[src/rtl/key_repeat_counter_pkg.sv]
// Shared types and constants for the key auto-repeat counter.
// Key patterns are {decrement, increment} levels after synchronization.
package key_repeat_pkg;

  typedef enum logic [1:0] {
    IDLE   = 2'd0,
    FIRST  = 2'd1,
    REPEAT = 2'd2,
    CLEAR  = 2'd3
  } key_state_e;

  localparam logic DIR_UP = 1'b0;
  localparam logic DIR_DN = 1'b1;

  localparam logic [1:0] K_NONE = 2'b00;
  localparam logic [1:0] K_INC  = 2'b01;
  localparam logic [1:0] K_DEC  = 2'b10;
  localparam logic [1:0] K_BOTH = 2'b11;

  // Key pattern that keeps a run going for the latched direction.
  function automatic logic [1:0] dir_key(input logic dir);
    return (dir == DIR_DN) ? K_DEC : K_INC;
  endfunction

endpackage

[src/rtl/key_repeat_counter_if.sv]
// Port bundle between the key stabilizer / display path and the repeat counter.
// Handshake: key is a plain level (no valid/ready); data is always valid and
// stepPulse is a one-cycle strobe marking the cycle after data changed.
interface key_repeat_counter_if
  import key_repeat_pkg::*;
#(
  parameter int WIDTH = 4
);
  logic [1:0]       key;
  logic [WIDTH-1:0] data;
  logic             stepPulse;
  logic             repeating;
  key_state_e       state_dbg;

  modport master (output key, input data, stepPulse, repeating, state_dbg);
  modport slave  (input key, output data, stepPulse, repeating, state_dbg);
endinterface

[src/rtl/key_repeat_counter_ms_tick_gen.sv]
// Millisecond prescaler: msTick is high in the last cycle of each TICK_DIV period.
// clr restarts the period so timing is measured from the most recent step.
module ms_tick_gen #(
  parameter int TICK_DIV = 50000
) (
  input  logic sysClk,
  input  logic sysRst,
  input  logic clr,
  output logic msTick
);
  localparam int PW = (TICK_DIV > 1) ? $clog2(TICK_DIV) : 1;

  logic [PW-1:0] pre;

  assign msTick = (pre == PW'(TICK_DIV - 1));

  always_ff @(posedge sysClk or negedge sysRst) begin
    if (!sysRst) begin
      pre <= '0;
    end else if (clr || msTick) begin
      pre <= '0;
    end else begin
      pre <= pre + PW'(1);
    end
  end
endmodule

[src/rtl/key_repeat_counter.sv]
// Up/down/clear counter driven by two debounced keys, with hold-to-repeat.
// Feeds the two-digit display and float converter with the current value.
module key_repeat_counter
  import key_repeat_pkg::*;
#(
  parameter int WIDTH     = 4,
  parameter int TICK_DIV  = 50000,
  parameter int HOLD_MS   = 600,
  parameter int REPEAT_MS = 150
) (
  input logic                 sysClk,
  input logic                 sysRst,
  key_repeat_counter_if.slave kbus
);
  localparam int MAX_MS = (HOLD_MS > REPEAT_MS) ? HOLD_MS : REPEAT_MS;
  localparam int CW     = $clog2(MAX_MS + 1);

  key_state_e       state, state_next;
  logic [1:0]       ks_meta, ks;
  logic             dir;
  logic             msTick;
  logic [CW-1:0]    msCnt;
  logic             hold_hit, rep_hit;
  logic             step_inc, step_dec, step_clr, dir_load, step;
  logic [WIDTH-1:0] data_q;
  logic             pulse_q, repeating_q;

  always_ff @(posedge sysClk or negedge sysRst) begin
    if (!sysRst) begin
      ks_meta <= K_NONE;
      ks      <= K_NONE;
    end else begin
      ks_meta <= kbus.key;
      ks      <= ks_meta;
    end
  end

  ms_tick_gen #(.TICK_DIV(TICK_DIV)) u_tick (
    .sysClk (sysClk),
    .sysRst (sysRst),
    .clr    (step),
    .msTick (msTick)
  );

  always_ff @(posedge sysClk or negedge sysRst) begin
    if (!sysRst) begin
      msCnt <= '0;
    end else if (step) begin
      msCnt <= '0;
    end else if (msTick) begin
      msCnt <= msCnt + CW'(1);
    end
  end

  // Hit on the tick that brings msCnt up to the target, i.e. exactly N ms after a step.
  assign hold_hit = msTick && (msCnt == CW'(HOLD_MS - 1));
  assign rep_hit  = msTick && (msCnt == CW'(REPEAT_MS - 1));

  always_ff @(posedge sysClk or negedge sysRst) begin
    if (!sysRst) begin
      state <= IDLE;
    end else begin
      state <= state_next;
    end
  end

  always_comb begin
    state_next = state;
    unique case (state)
      IDLE: begin
        if (ks == K_BOTH)                      state_next = CLEAR;
        else if (ks == K_INC || ks == K_DEC)   state_next = FIRST;
      end
      FIRST: begin
        if (ks == K_BOTH)                      state_next = CLEAR;
        else if (ks != dir_key(dir))           state_next = IDLE;
        else if (hold_hit)                     state_next = REPEAT;
      end
      REPEAT: begin
        if (ks == K_BOTH)                      state_next = CLEAR;
        else if (ks != dir_key(dir))           state_next = IDLE;
      end
      CLEAR: begin
        if (ks == K_NONE)                      state_next = IDLE;
      end
      default: state_next = IDLE;
    endcase
  end

  always_comb begin
    step_inc = 1'b0;
    step_dec = 1'b0;
    step_clr = 1'b0;
    dir_load = 1'b0;
    unique case (state)
      IDLE: begin
        step_clr = (ks == K_BOTH);
        step_inc = (ks == K_INC);
        step_dec = (ks == K_DEC);
        dir_load = (ks == K_INC) || (ks == K_DEC);
      end
      FIRST, REPEAT: begin
        // A release or direction change in ks wins over a timer hit in the same cycle.
        if (ks == K_BOTH) begin
          step_clr = 1'b1;
        end else if (ks == dir_key(dir) &&
                     ((state == FIRST) ? hold_hit : rep_hit)) begin
          step_inc = (dir == DIR_UP);
          step_dec = (dir == DIR_DN);
        end
      end
      default: ;
    endcase
  end

  assign step = step_inc | step_dec | step_clr;

  always_ff @(posedge sysClk or negedge sysRst) begin
    if (!sysRst) begin
      dir         <= DIR_UP;
      data_q      <= '0;
      pulse_q     <= 1'b0;
      repeating_q <= 1'b0;
    end else begin
      if (dir_load) dir <= (ks == K_DEC) ? DIR_DN : DIR_UP;
      if (step_clr)      data_q <= '0;
      else if (step_inc) data_q <= data_q + WIDTH'(1);
      else if (step_dec) data_q <= data_q - WIDTH'(1);
      pulse_q     <= step;
      repeating_q <= (state_next == REPEAT);
    end
  end

  assign kbus.data      = data_q;
  assign kbus.stepPulse = pulse_q;
  assign kbus.repeating = repeating_q;
  assign kbus.state_dbg = state;
endmodule

[src/flat_wrapper.sv]
// flat-port wrapper written by rule: the top's interface ports become plain ports
module key_repeat_counter_flat import key_repeat_pkg::*;
#(
  parameter int WIDTH     = 4,
  parameter int TICK_DIV  = 50000,
  parameter int HOLD_MS   = 600,
  parameter int REPEAT_MS = 150
)
  (sysClk, sysRst, kbus_key, kbus_data, kbus_stepPulse, kbus_repeating, kbus_state_dbg);
  key_repeat_counter_if #(.WIDTH(WIDTH)) kbus_i ();
  input logic sysClk;
  input logic sysRst;
  input wire logic [$bits(kbus_i.key)-1:0] kbus_key;
  output wire logic [$bits(kbus_i.data)-1:0] kbus_data;
  output wire logic [$bits(kbus_i.stepPulse)-1:0] kbus_stepPulse;
  output wire logic [$bits(kbus_i.repeating)-1:0] kbus_repeating;
  output wire logic [$bits(kbus_i.state_dbg)-1:0] kbus_state_dbg;
  assign kbus_i.key = kbus_key;
  assign kbus_data = kbus_i.data;
  assign kbus_stepPulse = kbus_i.stepPulse;
  assign kbus_repeating = kbus_i.repeating;
  assign kbus_state_dbg = kbus_i.state_dbg;
  key_repeat_counter #(.WIDTH(WIDTH), .TICK_DIV(TICK_DIV), .HOLD_MS(HOLD_MS), .REPEAT_MS(REPEAT_MS)) u_core (.sysClk(sysClk), .sysRst(sysRst), .kbus(kbus_i));
endmodule
[config.mk]
export PLATFORM = sky130hd
export DESIGN_NAME = key_repeat_counter_flat
export DESIGN_NICKNAME = d
export VERILOG_FILES = /design/src/rtl/key_repeat_counter_pkg.sv /design/src/rtl/key_repeat_counter_if.sv /design/src/rtl/key_repeat_counter_ms_tick_gen.sv /design/src/rtl/key_repeat_counter.sv /design/src/flat_wrapper.sv
export SDC_FILE = /design/constraint.sdc
export NUM_CORES = 1
export LEC_CHECK = 0
export CORE_MARGIN = 2
export CORE_UTILIZATION = 53
export CTS_CLUSTER_DIAMETER = 100
export DETAILED_ROUTE_END_ITERATION = 12
export PLACE_DENSITY_LB_ADDON = 0.1
export SYNTH_ARGS = -nofsm -noshare
export SYNTH_HDL_FRONTEND = slang
export SYNTH_SLANG_ARGS = --single-unit
[constraint.sdc]
create_clock -name sysClk -period 2.9 [get_ports sysClk]
set_input_delay 0.435 -clock sysClk [delete_from_list [all_inputs] [get_ports sysClk]]
set_output_delay 0.435 -clock sysClk [all_outputs]
set_load 0.02 [all_outputs]
======== Word level (Yosys, flattened, before mapping) ========
Index checks and enable logic that the tools add are counted.
word-level totals
  register bits ........................... 39
  input port bits ......................... 4
  output and inout port bits .............. 8
  word-level logic and storage cells ...... 65
cells by class
  add/sub/neg operators ................... 4
  equality and inequality tests ........... 12
  muxes and demuxes ....................... 27
  bitwise operators ....................... 3
  reduce and logical (&&, ||, !) cells .... 10
operator list
  cell                                                   count
  2-to-1 mux 10 bit                                      2
  2-to-1 mux 2 bit                                       9
  adder 16 x 1 -> 16 bit (second input constant)         1
  equality test 16 bit (second input constant)           1
  2-to-1 mux 16 bit                                      1
  2-to-1 mux 4 bit                                       3
  adder 10 x 1 -> 10 bit (second input constant)         1
  equality test 10 bit (second input constant)           1
  equality test 10 x 8 -> 1 bit (second input constant)  1
  equality test 2 bit (second input constant)            5
  2-to-1 mux 1 bit                                       8
  one-hot mux 2 bit (4 select lines)                     1
  one-hot mux 1 bit (2 select lines)                     3
  adder 4 x 1 -> 4 bit (second input constant)           1
  equality test 2 x 1 -> 1 bit (second input constant)   2
  logical NOT 2 bit                                      2
  subtractor 4 x 1 -> 4 bit (second input constant)      1
  logical AND 1 bit                                      3
  nonzero test 3 bit                                     1
  equality test 2 bit                                    1
  logical OR 1 bit                                       2
  != test 2 bit                                          1
  OR 1 bit                                               2
  nonzero test 2 bit                                     1
  2 further kinds                                        2

======== Logic depth before layout (Yosys ltp) ========
Gate-level depths: netlist of the first run.
  word-level depth ........................ 11
  mapped depth ............................ 13
  gate-level depth less buffers ........... 13

======== By module ========
From an unflattened synthesis of the first run, not the netlist that was laid out.
second synthesis, totals
  cells, all modules ...................... 213
  area, all modules ....................... 2,144.6 um2
by module, submodules not included
  module              instances  cells an instance  area each (um2)  sequential area each (um2)
  key_repeat_counter  1          133                1,352.5          575.6
  ms_tick_gen         1          80                 792.0            400.4

======== Least setup slack after synthesis of the first run ========
Ideal clock, no wire load.
  path type ............................... flip-flop to flip-flop
  from .................................... reg u_core.state[1] (netlist: u_core.kbus.state_dbg[1])
  to ...................................... reg u_core.data_q[3] (netlist: u_core.kbus.data[3])
  setup time .............................. 0.138 ns
  data arrival time ....................... 2.808 ns
  data required time ...................... 2.762 ns
  setup slack ............................. -0.046 ns
  stages on the path, launching flop included .. 14
  path buffers ............................ 0
  period minus slack after synthesis ...... 2.946 ns
  cells stage by stage .................... dfrtp_1 > inv_1 > ha_1 > nor4b_1 > a32oi_1 > nand4b_1 > and2_1 > or2_2 > ha_1 > a21o_1 > a21o_1 > a21oi_1 > nand4b_1 > o221ai_1
on the way
  longest elaborated chain between the ends .. 8
  elaborated cells on any way between the ends .. 16
  classes of those cells .................. 2 x eq/ne; 10 x mux; 4 x reduce/logical
RTL lines
  what                                RTL line                                             text
  start, declared                     key_repeat_counter.sv:18                             key_state_e state, state_next;
  start signal, assigned              key_repeat_counter.sv:63                             state <= state_next;
  equality test 2 x 1 -> 1 bit        key_repeat_counter.sv:95, key_repeat_counter.sv:107
  2-to-1 mux 1 bit                    key_repeat_counter.sv:107                            ((state == FIRST) ? hold_hit : rep_hit)) begin
  logical AND 1 bit                   key_repeat_counter.sv:106                            end else if (ks == dir_key(dir) &&
  2-to-1 mux 1 bit                    key_repeat_counter.sv:106
  2-to-1 mux 1 bit                    key_repeat_counter.sv:104                            if (ks == K_BOTH) begin
  one-hot mux 1 bit (2 select lines)  key_repeat_counter.sv:95                             unique case (state)
  2-to-1 mux 4 bit                    key_repeat_counter.sv:127                            else if (step_inc) data_q <= data_q + WIDTH'(1);
  2-to-1 mux 4 bit                    key_repeat_counter.sv:126                            if (step_clr) data_q <= '0;
  end signal, assigned                key_repeat_counter.sv:127
  end signal, assigned                key_repeat_counter.sv:128                            else if (step_dec) data_q <= data_q - WIDTH'(1);
  end, declared                       key_repeat_counter.sv:25                             logic [WIDTH-1:0] data_q;
Parallel ways exist; a longest one is shown, timed or not.
A chain may end at the register's enable or synchronous reset.

======== Worst setup path after layout of the first run ========
  from .................................... reg u_core.state[0] (netlist: u_core.kbus.state_dbg[0])
  to ...................................... reg u_core.data_q[3] (netlist: u_core.kbus.data[3])
The elaborated chain is that of the path after synthesis.

==> results of run 1 <==
[state kept, by name, indices dropped and copies added (netlist names)]
| signal | flops |
|---|---|
| u_core.kbus.data | 4 |
| u_core.ks | 2 |
| u_core.kbus.repeating | 1 |
| u_core.kbus.state_dbg | 2 |
| u_core.dir | 1 |
| u_core.u_tick.pre | 16 |
| u_core.msCnt | 10 |
| u_core.ks_meta | 2 |
| u_core.kbus.stepPulse | 1 |
[repair_timing]
action                     4_1_cts  5_1_grt
gates resized for setup          1        8
setup buffers                    0        3
pin swaps                        0        3
setup endpoints to repair        1        1
[cell families (layout without fill, tap and decap cells)]
| group | Yosys count | after routing | share of synthesized area, % |
|---|---|---|---|
| XOR/XNOR | 19 | 19 | 7.69 |
| buffers and inverters | 15 | 40 | 3.01 |
| AND/OR/NAND/NOR | 95 | 95 | 25.7 |
| AO/OA/AOI/OAI | 29 | 29 | 8.21 |
| multiplexers | 2 | 2 | 1.21 |
| flip-flops | 39 | 39 | 45.1 |
| adder cells (fa/ha/maj) | 15 | 15 | 9.02 |
[cells in the mapped netlist, types with 4 or more instances]
| cell type | n |
|---|---|
| nand2_1 | 11 |
| xor2_1 | 11 |
| xnor2_1 | 8 |
| nor2_1 | 32 |
| ha_1 | 14 |
| nand3_1 | 10 |
| or3_1 | 5 |
| o21ai_0 | 10 |
| dfrtp_1 | 39 |
| a21oi_1 | 9 |
| and3_1 | 9 |
| inv_1 | 11 |
| nor2b_1 | 4 |
[cells in the final DEF (no fill, tap or decap), types with 2 or more instances in the layout]
master / n
a21o_1: 2
a21oi_1: 8
and2_1: 2
and3_1: 9
and3b_1: 2
and4_1: 2
and4bb_2: 2
buf_4: 10
clkbuf_8: 7
clkdlybuf4s50_1: 10
dfrtp_1: 37
dfrtp_2: 2
ha_1: 12
ha_4: 2
inv_1: 11
nand2_1: 11
nand3_1: 10
nand4b_1: 2
nor2_1: 32
nor2b_1: 4
nor3_1: 2
nor4b_4: 2
o21ai_0: 10
or3_1: 5
xnor2_1: 8
xor2_1: 11
[power by group through the flow]
stage                     sequential, mW  combinational (mW)  clock [mW]
after floorplan                    0.762               0.398           0
after global placement             0.700               0.673           0
after detailed placement           0.711               0.704           0
after CTS                          0.699               0.710       0.419
after global routing               0.709               0.865       0.446
final                              0.700               0.768       0.404
[worst reg2reg max path: stages, from the launching register on]
cell	delay, ps
dfrtp_2	430
ha_4	180
nor4b_4	280
a32oi_2	100
nand4b_1	210
and2_1	170
or2_2	300
ha_1	290
a21o_1	190
a21o_1	200
nand3_1	100
nor2b_1	160
o221ai_1	130
[worst min-delay path by stage]
stage,start,to,slack [ps],cells past startpoint
final,sysRst,u_core.kbus.data[1],260,1
after global routing,sysRst,u_core.kbus.data[1],320,1
after CTS,sysRst,u_core.msCnt[1],280,1
after detailed placement,u_core.ks_meta[1],u_core.ks[1],340,0
after global placement,u_core.ks_meta[0],u_core.ks[0],330,0
after floorplan,sysRst,u_core.dir,140,0
[stage by stage]
| step | TNS (ps) | power [mW] | utilization, % | std cells | worst slack (ps) |
|---|---|---|---|---|---|
| after floorplan | 0 | 1.16 | - | 214 | 51.8 |
| after global placement | 0 | 1.37 | 59.5 | 278 | 113 |
| after detailed placement | -68.5 | 1.42 | 59.5 | 278 | -68.5 |
| after CTS | 0 | 1.83 | 62.2 | 286 | 3.47 |
| after global routing | -50.9 | 2.02 | 64.1 | 289 | -50.9 |
| final | 0 | 1.87 | 64.1 | 289 | 35.1 |
[routing by layer]
layer | part of all wire, % | up-vias
met2 | 51 | 30
met5 | 0 | -
met4 | 1.0 | 0
met1 | 45 | 804
met3 | 3.0 | 5
li1 | - | 786
[area by class of cell]
| type | instances | share of cell area [%] |
|---|---|---|
| tap | 50 | 2.46 |
| timing repair buffer | 21 | 7.08 |
| sequential | 39 | 38.4 |
| inverter | 11 | 1.62 |
| multi-input combinational | 160 | 46.3 |
| clock buffer | 7 | 3.79 |
| clock inverter | 1 | 0.295 |
==> flow_metrics.tcl, run 1 <==
set metrics [dict create \
    netlist.top_cell.by_area "dfrtp_1" \
    clk_transition_reported_paths_ps 70 \
    p_leak_nw 1.19 \
    die-area_um2 4610 \
    clock_sink_count 39 \
    hpwl_mm 3.05 \
    r2r_slack_ps 40 \
    multi_input_area_um2 1180 \
    stdcell_area_um2 2540 \
    h-tree-depth 2 \
    power.internal_mw 1.19 \
    dr.pass1.iters 4 \
    crit_family "simple AND/OR/NAND/NOR gates" \
    io_pins 12 \
    use_met1_pct 25.7 \
    synthesis.instances 214 \
    die_h_um 67.9 \
    cts_made_buffers 5 \
    critical-path-slowest-cell "dfrtp_2" \
    wl_per_cell_um 14.6 \
    setup_viol 0 \
    initial_core_util_pct 54.5 \
    max_slew_margin_pct 41.4 \
    maxCapViolations 0 \
    seqPwrFrac_pct 37.4 \
    antenna_cells 0 \
    cp-endpoint "u_core.kbus.data[3]" \
    root_buffer "clkbuf_8" \
    ys_seq_elements 39 \
    rows 23 \
    swShare_pct 36.3 \
    synth_top_area_share_pct 45.1 \
    drt_iter0_markers 63 \
    drcViolationCount 0 \
    cts_hold_buffers 0 \
    area_growth_pct 17.6 \
    worstPathArrival_ps 3030 \
    cts_tree "done" \
    cpMostUsedCell "a21o_1" \
    clockPowerShare_pct 21.6 \
    nNetsFinal 257 \
    cp-startpoint "u_core.kbus.state_dbg[0]" \
    p_per_area_nw_per_um2 736 \
    final.period_utilization_pct 98.8 \
    timing.hold.ws_ps 256 \
    yosysUniqueCellTypes 45 \
    worstPathBufferInverterCount 0 \
    antenna_found_initial 0 \
    worst_slew_pin_slew_ps 879 \
    crit_path_cell_trace "ha_4 -> nor4b_4 -> a32oi_2 -> nand4b_1 -> and2_1 -> or2_2 -> ha_1 -> a21o_1 -> a21o_1 -> nand3_1 -> nor2b_1 -> o221ai_1" \
    ys_warn_count 0 \
    antenna_left 0 \
    drive_gt1_share_pct 15.5 \
    die_w_um 67.9 \
    syn_area_per_cell_um2 10.1 \
    min_period_ps 2860 \
    coreArea_um2 3970 \
    crit_fanout 3 \
    start_kind "flop" \
    clockBufferDepth 2 \
    hold_violations 0 \
    r2r_cells 12 \
    clock_latency_ps 290 \
    rr_endpoint "u_core.kbus.data[3]" \
    grt_max_degree 40 \
    vias 1625 \
    netlist_area_um2 2160 \
    grt_busiest_layer "met2" \
    synth.area.top_cells "dfrtp_1 (45%), ha_1 (8.1%), nor2_1 (5.6%), xor2_1 (4.5%), xnor2_1 (3.2%)" \
    synth_edf_count 0 \
    portBuffers 11 \
    crit_path_end_kind "flop" \
    grt_pass1_wl_mm 7.14 \
    synthesis.nets 233 \
    synth_ff_type "dfrtp_1" \
    gr-total-overflow 0 \
    use_met3_pct 3.95 \
    slew_viol_final 0 \
    status "completed" \
    use_met2_pct 36.2 \
    peakVddDrop_mv 0.390 \
    synth.yosys.seq_area_share_pct 45.1 \
    async_flop_share_pct 100 \
    routed_wl_mm 4.23 \
    critical_path.max_stage_delay_ps 430 \
    grt_pass1_vias 1609 \
    switchingPower_mw 0.679 \
    nFillCells 315 \
    hp-class "in -> async" \
    fmax_mhz 349 \
    crit_cells 12 \
    via_per_inst 5.62 \
    place_congestion 0.822 \
    critPathKind "reg -> reg" \
    clock_skew_ps 2.36 \
    timing.rr.start "u_core.kbus.state_dbg[0]" \
    register_area_um2 978 \
    place_area_um2 2360 \
    cp.required_ps 3060 \
    pwr-share-comb_pct 41.0 \
    grtUsageTotal_pct 20.4 \
]
No activity file was read; power rests on OpenSTA's default activity.
==> run 2, diff against run 1 <==
--- a/config.mk
+++ b/config.mk
@@ -10,6 +10,7 @@
 export CTS_CLUSTER_DIAMETER = 100
 export DETAILED_ROUTE_END_ITERATION = 12
 export PLACE_DENSITY_LB_ADDON = 0.1
+export SKIP_CTS_REPAIR_TIMING = 1
 export SYNTH_ARGS = -nofsm -noshare
 export SYNTH_HDL_FRONTEND = slang
 export SYNTH_SLANG_ARGS = --single-unit
==> run 2 against run 1 <==
Final area is the same. Critical path depth unchanged. Clock-buffer cell count stayed put. Critical endpoint unchanged. Largest power group unchanged. Highest routed layer unchanged.
==> flow_metrics.tcl, run 2 (synthesis results as in run 1) <==
set metrics [dict create \
    clock_skew_ps 2.36 \
    vias 1630 \
    grt_max_degree 40 \
    cp.required_ps 3060 \
    slew_viol_final 0 \
    rr_endpoint "u_core.kbus.data[3]" \
    place_congestion 0.822 \
    h-tree-depth 2 \
    largest-register "u_core.u_tick.pre" \
    cts_made_buffers 5 \
    clockBufferDepth 2 \
    worstPathArrival_ps 3030 \
    totalPowerFinal_mw 1.87 \
    worst_slew_pin_slew_ps 879 \
    die_h_um 67.9 \
    peakVddDrop_mv 0.390 \
    crit_path_cell_trace "ha_4 -> nor4b_4 -> a32oi_2 -> nand4b_1 -> and2_1 -> or2_2 -> ha_1 -> a21o_1 -> a21o_1 -> nand3_1 -> nor2b_1 -> o221ai_1" \
    clk_transition_reported_paths_ps 70 \
    portBuffers 11 \
    p_leak_nw 1.19 \
    coreArea_um2 3970 \
    start_kind "flop" \
    hpwl_mm 3.05 \
    cts_tree "done" \
    clock_latency_ps 290 \
    critical_path.max_stage_delay_ps 430 \
    min_period_ps 2870 \
    nNetsFinal 257 \
    layout_commonest_cell "dfrtp_1" \
    max_slew_margin_pct 41.4 \
    drive_gt1_share_pct 15.5 \
    cpMostUsedCell "a21o_1" \
    clock_sink_count 39 \
    dr.pass1.iters 4 \
    rows 23 \
    finalSetupTns_ps 0 \
    final.period_utilization_pct 98.9 \
    gr-total-overflow 0 \
    r2r_slack_ps 30 \
    grt_pass1_vias 1608 \
    die_w_um 67.9 \
    antenna_found_initial 0 \
    via_per_inst 5.64 \
    wl_per_cell_um 14.7 \
    routed_wl_mm 4.24 \
    grtUsageTotal_pct 20.4 \
    initial_core_util_pct 54.5 \
    final_cells 289 \
    largest_reg_flops 16 \
    antenna_cells 0 \
    critical-path-slowest-cell "dfrtp_2" \
    critPathKind "reg -> reg" \
    drcViolationCount 0 \
    crit_fanout 3 \
    drt_iter0_markers 62 \
    area_growth_pct 17.6 \
    p_per_area_nw_per_um2 736 \
    root_buffer "clkbuf_8" \
    die-area_um2 4610 \
    io_pins 12 \
    hold_violations 0 \
    timing.rr.start "u_core.kbus.state_dbg[0]" \
    grt_pass1_wl_mm 7.12 \
    setup_viol 0 \
    hp-class "in -> async" \
    dp.cells 278 \
    timing.hold.ws_ps 256 \
    final_cell_mix "dfrtp_1 (37), nor2_1 (32), ha_1 (12)" \
    maxCapViolations 0 \
    fmax_mhz 349 \
    crit_path_end_kind "flop" \
    antenna_left 0 \
    r2r_cells 12 \
    status "completed" \
]
run 2: worst max path at each step:
stage	from	end	slack, ps	cells after the start
2_1_floorplan	u_core.kbus.state_dbg[1]	u_core.kbus.data[3]	50	13
3_3_place_gp	u_core.kbus.state_dbg[0]	u_core.kbus.data[3]	110	12
3_5_place_dp	u_core.kbus.state_dbg[0]	u_core.kbus.data[3]	-70	12
4_1_cts	u_core.kbus.state_dbg[0]	u_core.kbus.data[3]	-60	12
5_1_grt	u_core.u_tick.pre[7]	u_core.kbus.data[3]	-50	11
6_report	u_core.kbus.state_dbg[0]	u_core.kbus.data[3]	30	12
run 2: power by group:
part / internal, mW / switching, mW
combinational: 0.348 / 0.423
clock: 0.216 / 0.188
sequential: 0.630 / 0.0699
run 2: layout make-up:
class,count,area [µm²]
fill,315,1430
sequential,39,978
multi-input combinational,160,1180
tap,50,62.6
inverter,11,41.3
clock buffer,7,96.3
timing repair buffer,21,180
clock inverter,1,7.51
run 2: through the flow:
step,util (%),setup WS (ps),area [µm²]
floorplan,-,51.8,2160
global placement,59.5,113,2360
detailed placement,59.5,-68.5,2360
CTS,62.1,-59.6,2460
global route,64.1,-50.9,2540
finish,64.1,33.1,2540
run 2: worst max-delay path, delay by kind of cell, from the launching register on:
| family | cells | cell delay (ps) |
|---|---|---|
| adders and majority gates | 2 | 470 |
| and+or+nand+nor | 6 | 1220 |
| AOI/OAI and AO/OA | 4 | 620 |
| DFF | 1 | 430 |
run 2: layer usage:
layer  routed length, µm  GRT usage (%)  up-vias
met1                1910           25.6      816
met4                  44           5.50        0
li1                    -              -      786
met2                2190           35.5       23
met5                   0              0        -
met3                 106           4.44        5
==> run 3, diff against run 2 <==
--- a/config.mk
+++ b/config.mk
@@ -6,11 +6,12 @@
 export NUM_CORES = 1
 export LEC_CHECK = 0
 export CORE_MARGIN = 2
-export CORE_UTILIZATION = 53
+export CORE_UTILIZATION = 52
 export CTS_CLUSTER_DIAMETER = 100
 export DETAILED_ROUTE_END_ITERATION = 12
 export PLACE_DENSITY_LB_ADDON = 0.1
 export SKIP_CTS_REPAIR_TIMING = 1
+export SLEW_MARGIN = 25
 export SYNTH_ARGS = -nofsm -noshare
 export SYNTH_HDL_FRONTEND = slang
 export SYNTH_SLANG_ARGS = --single-unit
==> run 3 against run 2 <==
Global-route usage about the same. Sequential power is essentially flat. Utilization is essentially flat. Maximum frequency grew 3.9%. Clock power up 20%. Routed wire length fell by 0.49%.
==> flow_metrics.tcl, run 3 (synthesis results as in run 1) <==
set metrics [dict create \
    root_buffer "clkbuf_8" \
    routed_wl_mm 4.22 \
    drt_iter0_markers 62 \
    setup_viol 0 \
    final.period_utilization_pct 95.1 \
    fmax_mhz 363 \
    layout_commonest_cell "dfrtp_1" \
    antenna_left 0 \
    wl_per_cell_um 14.4 \
    grt_max_degree 40 \
    drive_gt1_share_pct 16.5 \
    grtUsageTotal_pct 20.4 \
    h-tree-depth 2 \
    dp.cells 279 \
    grt_pass1_vias 1627 \
    final_cell_mix "dfrtp_1 (38), nor2_1 (32), buf_4 (14)" \
    critical_path.max_stage_delay_ps 430 \
    initial_core_util_pct 54.1 \
    clockBufferDepth 2 \
    drcViolationCount 0 \
    die_h_um 68.5 \
    setup_slack_ps 142 \
    worst_slew_pin_slew_ps 862 \
    min_period_ps 2760 \
    clock_skew_ps 12.6 \
    status "completed" \
    dr.pass1.iters 6 \
    p_per_area_nw_per_um2 745 \
    coreArea_um2 4000 \
    p_leak_nw 1.22 \
    start_kind "flop" \
    cp.required_ps 3060 \
    hp-class "in -> async" \
    peakVddDrop_mv 0.336 \
    slew_viol_final 0 \
    crit_fanout 5 \
    nFillCells 333 \
    hold_violations 0 \
    max_slew_margin_pct 42.5 \
    rows 23 \
    die-area_um2 4690 \
    antenna_cells 0 \
    io_pins 12 \
    antenna_found_initial 0 \
    vias 1611 \
    final_core_util_pct 64.1 \
    crit_path_end_kind "flop" \
    clock_sink_count 39 \
    cts_tree "done" \
    critical-path-slowest-cell "dfrtp_1" \
    area_growth_pct 18.5 \
    final_cells 293 \
    nNetsFinal 261 \
    critPathKind "reg -> reg" \
    largest-register "u_core.u_tick.pre" \
    pre_cts_slack_ps -14.4 \
    hpwl_mm 2.96 \
    largest_reg_flops 16 \
    place_congestion 0.858 \
    gr-total-overflow 0 \
    clk_transition_reported_paths_ps 90 \
    portBuffers 11 \
    die_w_um 68.5 \
    finalSetupTns_ps 0 \
    grt_pass1_wl_mm 7.11 \
    worstPathArrival_ps 2920 \
    crit_path_cell_trace "ha_2 -> nor4b_2 -> a32oi_1 -> nand4b_1 -> and2_1 -> or2_4 -> ha_1 -> a21o_1 -> a21o_1 -> a21oi_2 -> nand4b_1 -> o221ai_1" \
    via_per_inst 5.50 \
    maxCapViolations 0 \
    timing.hold.ws_ps 247 \
    clock_latency_ps 290 \
    cts_made_buffers 5 \
]
[run 3: layer usage]
metal / wire length (µm) / track usage [%]
met2: 2070 / 34.3
met4: 57 / 8.25
met1: 2000 / 25.5
met3: 98 / 4.38
met5: 0 / 0
[run 3: per-stage QoR]
stage / area (µm²) / power, mW
after floorplan: 2160 / 1.16
after global placement: 2370 / 1.37
after detailed placement: 2370 / 1.40
after CTS: 2490 / 1.90
after global routing: 2560 / 2.05
final: 2560 / 1.91
[run 3: final timing paths]
kind                                          start                  endpoint  slack [ps]  cells past startpoint
setup / recovery           u_core.kbus.state_dbg[0]       u_core.kbus.data[3]         140                     12
hold reg to reg                   u_core.ks_meta[1]              u_core.ks[1]         370                      0
min in group sysClk               u_core.ks_meta[1]              u_core.ks[1]         370                      0
max in group asynchronous                    sysRst  u_core.kbus.state_dbg[1]        2050                      1
setup reg to reg           u_core.kbus.state_dbg[0]       u_core.kbus.data[3]         140                     12
hold / removal                               sysRst      u_core.u_tick.pre[1]         250                      1
[run 3: report_power, final]
group          internal (mW)  switching, mW
Combinational          0.333          0.394
Sequential             0.629         0.0692
Clock                  0.283          0.201
[run 3: cell type report]
class                           instances  area, µm²  share of cell area, %
Clock buffer                            6       82.6                   3.22
Multi-Input combinational cell        160       1150                   44.9
Timing Repair Buffer                   25        210                   8.20
Clock inverter                          2       38.8                   1.51
Sequential cell                        39        977                   38.1
Inverter                               11       41.3                   1.61
Tap cell                               50       62.6                   2.44
[run 3: critical path: cells and delay by family (launching register included)]
kind                     cells  cell delay [ps]
flip-flops                   1              430
adder cells (fa/ha/maj)      2              480
AND/OR/NAND/NOR              5             1000
AO/OA/AOI/OAI                5              720
